--- src/rtl/mux_pipe.sv ---
`default_nettype none
// ============================================================================
// mux_pipe : NUM_IN-to-1 channel mux feeding a 2-entry skid buffer (valid/ready)
//            Optional macro MUX_SEL_ERR_EN adds the sel_err flag.  Rev 1.0
// ============================================================================
module mux_pipe #(
  parameter int WIDTH  = 32,
  parameter int NUM_IN = 4,
  parameter int SEL_W  = 2
) (
  input  logic                    clk,
  input  logic                    reset,
  input  logic                    in_valid,
  output logic                    in_ready,
  input  logic [SEL_W-1:0]        sel,
  input  logic [NUM_IN*WIDTH-1:0] data_in,
  output logic                    out_valid,
  input  logic                    out_ready,
`ifdef MUX_SEL_ERR_EN
  output logic                    sel_err,
`endif
  output logic [WIDTH-1:0]        data_out
);

  typedef enum logic [1:0] {
    EMPTY = 2'd0,
    ONE   = 2'd1,
    FULL  = 2'd2
  } state_t;

  state_t           r_state;
  state_t           w_state_next;
  logic             r_in_ready;
  logic             r_out_valid;
  logic [WIDTH-1:0] r_main;
  logic [WIDTH-1:0] r_skid;
  logic [WIDTH-1:0] w_sel_data;
  logic             w_accept;
  logic             w_consume;
  logic             w_load_main_in;
  logic             w_load_main_skid;
  logic             w_load_skid;

  // Out-of-range selects match no channel and therefore yield zero.
  always_comb begin
    w_sel_data = '0;
    for (int k = 0; k < NUM_IN; k++) begin
      if (sel == SEL_W'(k)) w_sel_data = data_in[k*WIDTH +: WIDTH];
    end
  end

  assign w_accept  = in_valid && r_in_ready;
  assign w_consume = r_out_valid && out_ready;

  always_comb begin
    w_state_next     = r_state;
    w_load_main_in   = 1'b0;
    w_load_main_skid = 1'b0;
    w_load_skid      = 1'b0;
    case (r_state)
      EMPTY: begin
        if (w_accept) begin
          w_state_next   = ONE;
          w_load_main_in = 1'b1;
        end
      end
      ONE: begin
        if (w_accept && w_consume) begin
          w_load_main_in = 1'b1;
        end else if (w_accept) begin
          w_state_next = FULL;
          w_load_skid  = 1'b1;
        end else if (w_consume) begin
          w_state_next = EMPTY;
        end
      end
      FULL: begin
        if (w_consume) begin
          w_state_next     = ONE;
          w_load_main_skid = 1'b1;
        end
      end
      default: w_state_next = EMPTY;
    endcase
  end

  // Handshake flags are registered from the next state so in_ready has no input path.
  always_ff @(posedge clk or posedge reset) begin
    if (reset) begin
      r_state     <= EMPTY;
      r_in_ready  <= 1'b1;
      r_out_valid <= 1'b0;
    end else begin
      r_state     <= w_state_next;
      r_in_ready  <= (w_state_next != FULL);
      r_out_valid <= (w_state_next != EMPTY);
    end
  end

  always_ff @(posedge clk or posedge reset) begin
    if (reset) begin
      r_main <= '0;
      r_skid <= '0;
    end else begin
      if (w_load_main_in)        r_main <= w_sel_data;
      else if (w_load_main_skid) r_main <= r_skid;
      if (w_load_skid)           r_skid <= w_sel_data;
    end
  end

`ifdef MUX_SEL_ERR_EN
  logic r_main_err;
  logic r_skid_err;
  logic w_sel_err;

  assign w_sel_err = (int'(sel) >= NUM_IN);

  always_ff @(posedge clk or posedge reset) begin
    if (reset) begin
      r_main_err <= 1'b0;
      r_skid_err <= 1'b0;
    end else begin
      if (w_load_main_in)        r_main_err <= w_sel_err;
      else if (w_load_main_skid) r_main_err <= r_skid_err;
      if (w_load_skid)           r_skid_err <= w_sel_err;
    end
  end

  assign sel_err = r_main_err;
`endif

  assign in_ready  = r_in_ready;
  assign out_valid = r_out_valid;
  assign data_out  = r_main;

endmodule
`default_nettype wire
--- config.mk ---
export PLATFORM = sky130hd
export DESIGN_NAME = mux_pipe
export DESIGN_NICKNAME = d
export VERILOG_FILES = /design/src/rtl/mux_pipe.sv
export SDC_FILE = /design/constraint.sdc
export NUM_CORES = 1
export LEC_CHECK = 0
export BUFFER_PORTS_ARGS = -buffer_cell sky130_fd_sc_hd__buf_2
export CAP_MARGIN = 30
export CORE_MARGIN = 2
export CORE_UTILIZATION = 35
export CTS_CLUSTER_DIAMETER = 80
export DETAILED_ROUTE_END_ITERATION = 10
export PLACE_DENSITY = 0.68
export SYNTH_ARGS = -nofsm -noshare
export SYNTH_HDL_FRONTEND = slang
export SYNTH_SLANG_ARGS = --single-unit
--- constraint.sdc ---
create_clock -name clk -period 2.1 [get_ports clk]
set_input_delay 0.42 -clock clk [delete_from_list [all_inputs] [get_ports clk]]
set_output_delay 0.42 -clock clk [all_outputs]
set_load 0.02 [all_outputs]
After elaboration in Yosys (flattened, before gate mapping)
Cells that the tools add are included.
Storage, ports and cells
  register bits after elaboration: 68
  bits of input ports: 134
Operators by class
  eq/ne operators: 6
  muxes and demuxes: 19
  reduce and logical (&&, ||, !) cells: 7
Operators by type and width (number)
  32-bit two-way mux: 6
  2-bit two-way mux: 5
  2-bit == test, second input constant: 3
  1-bit two-way mux: 6
  2-bit case mux with 3 select lines: 1
  2-bit by 1-bit == test with 1-bit output, second input constant: 2
  2-bit zero test: 2
  2-bit nonzero test: 2
  1-bit logical AND: 3
  2-bit inequality test, second input constant: 1
  1-bit case mux with 2 select lines: 1

Depth between registers and ports, before layout
  depth in word-level cells: 6
  gate-level depth with buffers: 5
  mapped depth without buffers: 3

Worst setup path after synthesis
No wires, ideal clock.
  path kind: input to register
  from: input sel[0]
  to: register r_main[27], in the netlist data_out[27]
  setup time: 0.125 ns
  data arrival time: 1.583 ns
  slack: 0.392 ns
  stages: 5
  cell sequence: buf_6 buf_12 buf_6 mux4_2 mux2_2
On the way
  cells in the longest elaborated chain, start to end: 6
RTL lines
  from (decl): line 15  | input logic [SEL_W-1:0] sel,
  2-bit zero test: line 48  | if (sel == SEL_W'(k)) w_sel_data = data_in[k*WIDTH +: WIDTH];
  32-bit two-way mux (3 in series): line 48
  32-bit two-way mux (*): line 48
  32-bit two-way mux (*): line 105  | if (w_load_main_in) r_main <= w_sel_data;
  to (signal assigned): line 105
  to (signal assigned): line 106  | else if (w_load_main_skid) r_main <= r_skid;
  to (decl): line 35  | logic [WIDTH-1:0] r_main;
Mark *: on every way between the ends. The rest lies on a longest branch, timed or not.
A chain may end at the register's enable or synchronous reset.

Worst setup path after layout
  from: register r_in_ready, in the netlist in_ready
  to: register r_skid[10]
On the way
  cells in the longest elaborated chain, start to end: 4
RTL lines
  from (decl): line 33  | logic r_in_ready;
  from (signal assigned): line 95  | r_in_ready <= (w_state_next != FULL);
  1-bit logical AND (*): line 52  | assign w_accept = in_valid && r_in_ready;
  1-bit two-way mux / 1-bit logical AND (equally long branches): line 70, 68
  1-bit two-way mux (*): line 68  | if (w_accept && w_consume) begin
  1-bit two-way mux (*): line 60  | case (r_state)
  to (signal assigned): line 107  | if (w_load_skid) r_skid <= w_sel_data;
  to (decl): line 36  | logic [WIDTH-1:0] r_skid;
Marks and branches as above.

==> flow_summary_export.csv <==
group,metric,value,unit
routing,wl,9160,um
cts,cts-resized-gates,0,
cts,numCtsBuffers,9,
pwr,p_total,0.00600,W
sta,slew_headroom,60.3,%
cts,postCtsSetupBuffers,0,
setup_path,regToRegSetupSlack,330,ps
routing,wl_per_cell,16.8,um
setup_path,cp-end-kind,"flip-flop",
sta,slew_violations,0,
cts,clockBufferDepth,2,
setup_path,crit_start,"in_ready",
setup_path,reg2regPathDepth,4,
global_route,grt_start_max_net_pins,69,
sta,rsz0062_at_grt,"false",
worst_hold_path,holdCritPathClass,"in -> async",
sta,timing.fmax,0.567,GHz
floorplan,core_area,0.0103,sq mm
cells_and_area,fin_nets,539,
global_route,grt.overflow.total,0,
synth,yosysUniqueCellTypes,25,
routing,drtIter0Drc,118,
floorplan,die_width,107,um
cells_and_area,area_delta_synth_final,32.9,%
sta,worst_hold_slack,145,ps
cells_and_area,fin_util,48.0,%
run,maxCapViolations,0,
setup_path,cp.arrival,2000,ps
synth,synthCells,232,
global_route,grt_pass1_vias,2919,
sta,skew,5.80,ps
sta,finalCritPeriodShare,84.1,%
floorplan,die_h,107,um
synth,yosysWarnings,0,
cts,cts-root-buf,"clkbuf_8",
sta,worst_pin_slew,596,ps
sta,tns,0,ps
synth,synth.avg_cell_area,16.1,sq um
placed_design,finalWeightedCongestion,0.755,
setup_path,regToRegEndpoint,"r_skid[10]",
cells_and_area,drive_gt1_share,73.9,%
global_route,grt_pass1_wl,14300,um
cts,cts_tree,"done",
cts,htree_levels,3,
cts,clk_latency,350,ps
setup_path,endpoint,"r_skid[10]",
routing,drc_errors,0,
sta,hold_viol,0,
cells_and_area,n_antenna_cell,0,
cells_and_area,layout_commonest_cell,"buf_2",
pwr,ir_worst_vdd,0.454,mV
sta,setup_viol,0,
floorplan,die_area,0.0115,sq mm
cells_and_area,most-common-layout-cells,"167 x buf_2, 83 x mux2_2, 67 x dfrtp_1",
routing,drt_first_pass_iters,4,
global_route,antenna_found_initial,0,
placed_design,dpl_cell_area,0.00478,sq mm
global_route,grt_use_total,16.4,%
routing,viasPerCell,5.08,
setup_path,cpMaxStageDelayCell,"dfstp_2",
cts,clk_pin_slew,70,ps
synth,synth_seq_cells,68,
routing,drtAntennaViolNets,0,
setup_path,slowest_delay,540,ps
sta,period_needed,1770,ps
setup_path,critPathKind,"reg -> reg",
synth,netlist_area,0.00373,sq mm
routing,vias,2773,
setup_path,worst_ep_required_time,2330,ps
cells_and_area,fillers,946,
pwr,p_per_area,1210,mW/mm^2
setup_path,crit_path_start_kind,"flip-flop",
placed_design,dp_hpwl,6880,um
pwr,p_leak,2.35,nW
status,status,"complete, no violations",
floorplan,num_rows,37,
placed_design,io_buffers,167,
cells_and_area,postLayoutCellArea,0.00496,sq mm
floorplan,start_util,36.1,%
cts,hold_buffers,0,
setup_path,crit_path_cell_trace,"and3b_1 -> nand3_2 -> buf_4 -> mux2_2",
setup_path,crit_fanout,20,
setup_path,r2r_start,"in_ready",
floorplan,io-pin-count,168,
synth,synth_seq_area_share,45.6,%
synth,syn_nets,366,
cts,cts_num_sinks,68,
==> how the worst min path moves through the flow <==
stage | end | depth (start not counted)
6_report | r_skid[18] | 3
4_1_cts | data_out[25] | 3
5_1_grt | r_skid[18] | 3
3_5_place_dp | r_skid[28] | 1
2_1_floorplan | r_skid[0] | 1
3_3_place_gp | r_skid[0] | 1
==> state kept, by name (all words and copies together), names as in the netlist <==
register,count
r_skid,32
data_out,32
out_valid,1
r_state,2
in_ready,1
==> critical path, delay by kind of cell, from the launching register on <==
family / cells / cell delay (ps)
flops: 1 / 540
simple gates: 2 / 540
mux: 1 / 300
buf+inv: 1 / 240
==> cells in the mapped netlist <==
| cell type | instances | area share (%) |
|---|---|---|
| mux4_2 | 23 | 14 |
| clkbuf_1 | 2 | 0.20 |
| mux4_1 | 9 | 6.3 |
| and4b_1 | 1 | 0.27 |
| nor2b_1 | 1 | 0.17 |
| a21oi_1 | 2 | 0.27 |
| a221o_1 | 7 | 1.9 |
| nand2_1 | 5 | 0.50 |
| inv_1 | 1 | 0.10 |
| mux2_2 | 83 | 25 |
| buf_6 | 3 | 0.91 |
| buf_2 | 9 | 1.2 |
| and3b_1 | 1 | 0.23 |
| and2_1 | 1 | 0.17 |
| nand3_1 | 1 | 0.13 |
| and3_1 | 7 | 1.2 |
| buf_12 | 1 | 0.54 |
| buf_4 | 2 | 0.40 |
| nand4b_1 | 1 | 0.23 |
| dfstp_2 | 1 | 0.70 |
| or2_2 | 1 | 0.17 |
| o22ai_1 | 1 | 0.17 |
| dfrtp_1 | 67 | 45 |
| nor2_1 | 1 | 0.10 |
| a21bo_2 | 1 | 0.27 |
==> power breakdown <==
group | internal (W) | total (W) | switching [W]
clock | 0.000525 | 0.000988 | 0.000463
combinational | 0.00143 | 0.00268 | 0.00124
sequential | 0.00199 | 0.00234 | 0.000343
==> per-stage QoR <==
step	setup slack [ps]	cells
4_1_cts	323	546
3_5_place_dp	113	530
5_1_grt	282	546
6_report	335	546
3_3_place_gp	146	530
2_1_floorplan	392	232
==> area by class of cell <==
class	count	area [sq um]	area share, %
clock buffers	15	176	3.56
flip-flops and latches	68	1700	34.3
well taps	136	170	3.43
clock inverters	1	5.00	0.101
multi-input cells	146	1910	38.5
repair buffers	179	988	19.9
inverters	1	7.51	0.151
==> cells by family after synthesis <==
group / share of synthesized area, %
buf+inv: 3.35
flops: 45.6
mux: 45.3
simple gates: 3.15
compound gates: 2.58
==> metal layers <==
metal | global-route usage (%) | up-vias | wire length, um
li1 | - | 1269 | -
met1 | 20.1 | 1354 | 3810
met2 | 27.5 | 136 | 4440
met3 | 4.60 | 14 | 795
met4 | 6.40 | 0 | 107
met5 | 0 | - | 0
(Power assumes the default switching activity.)
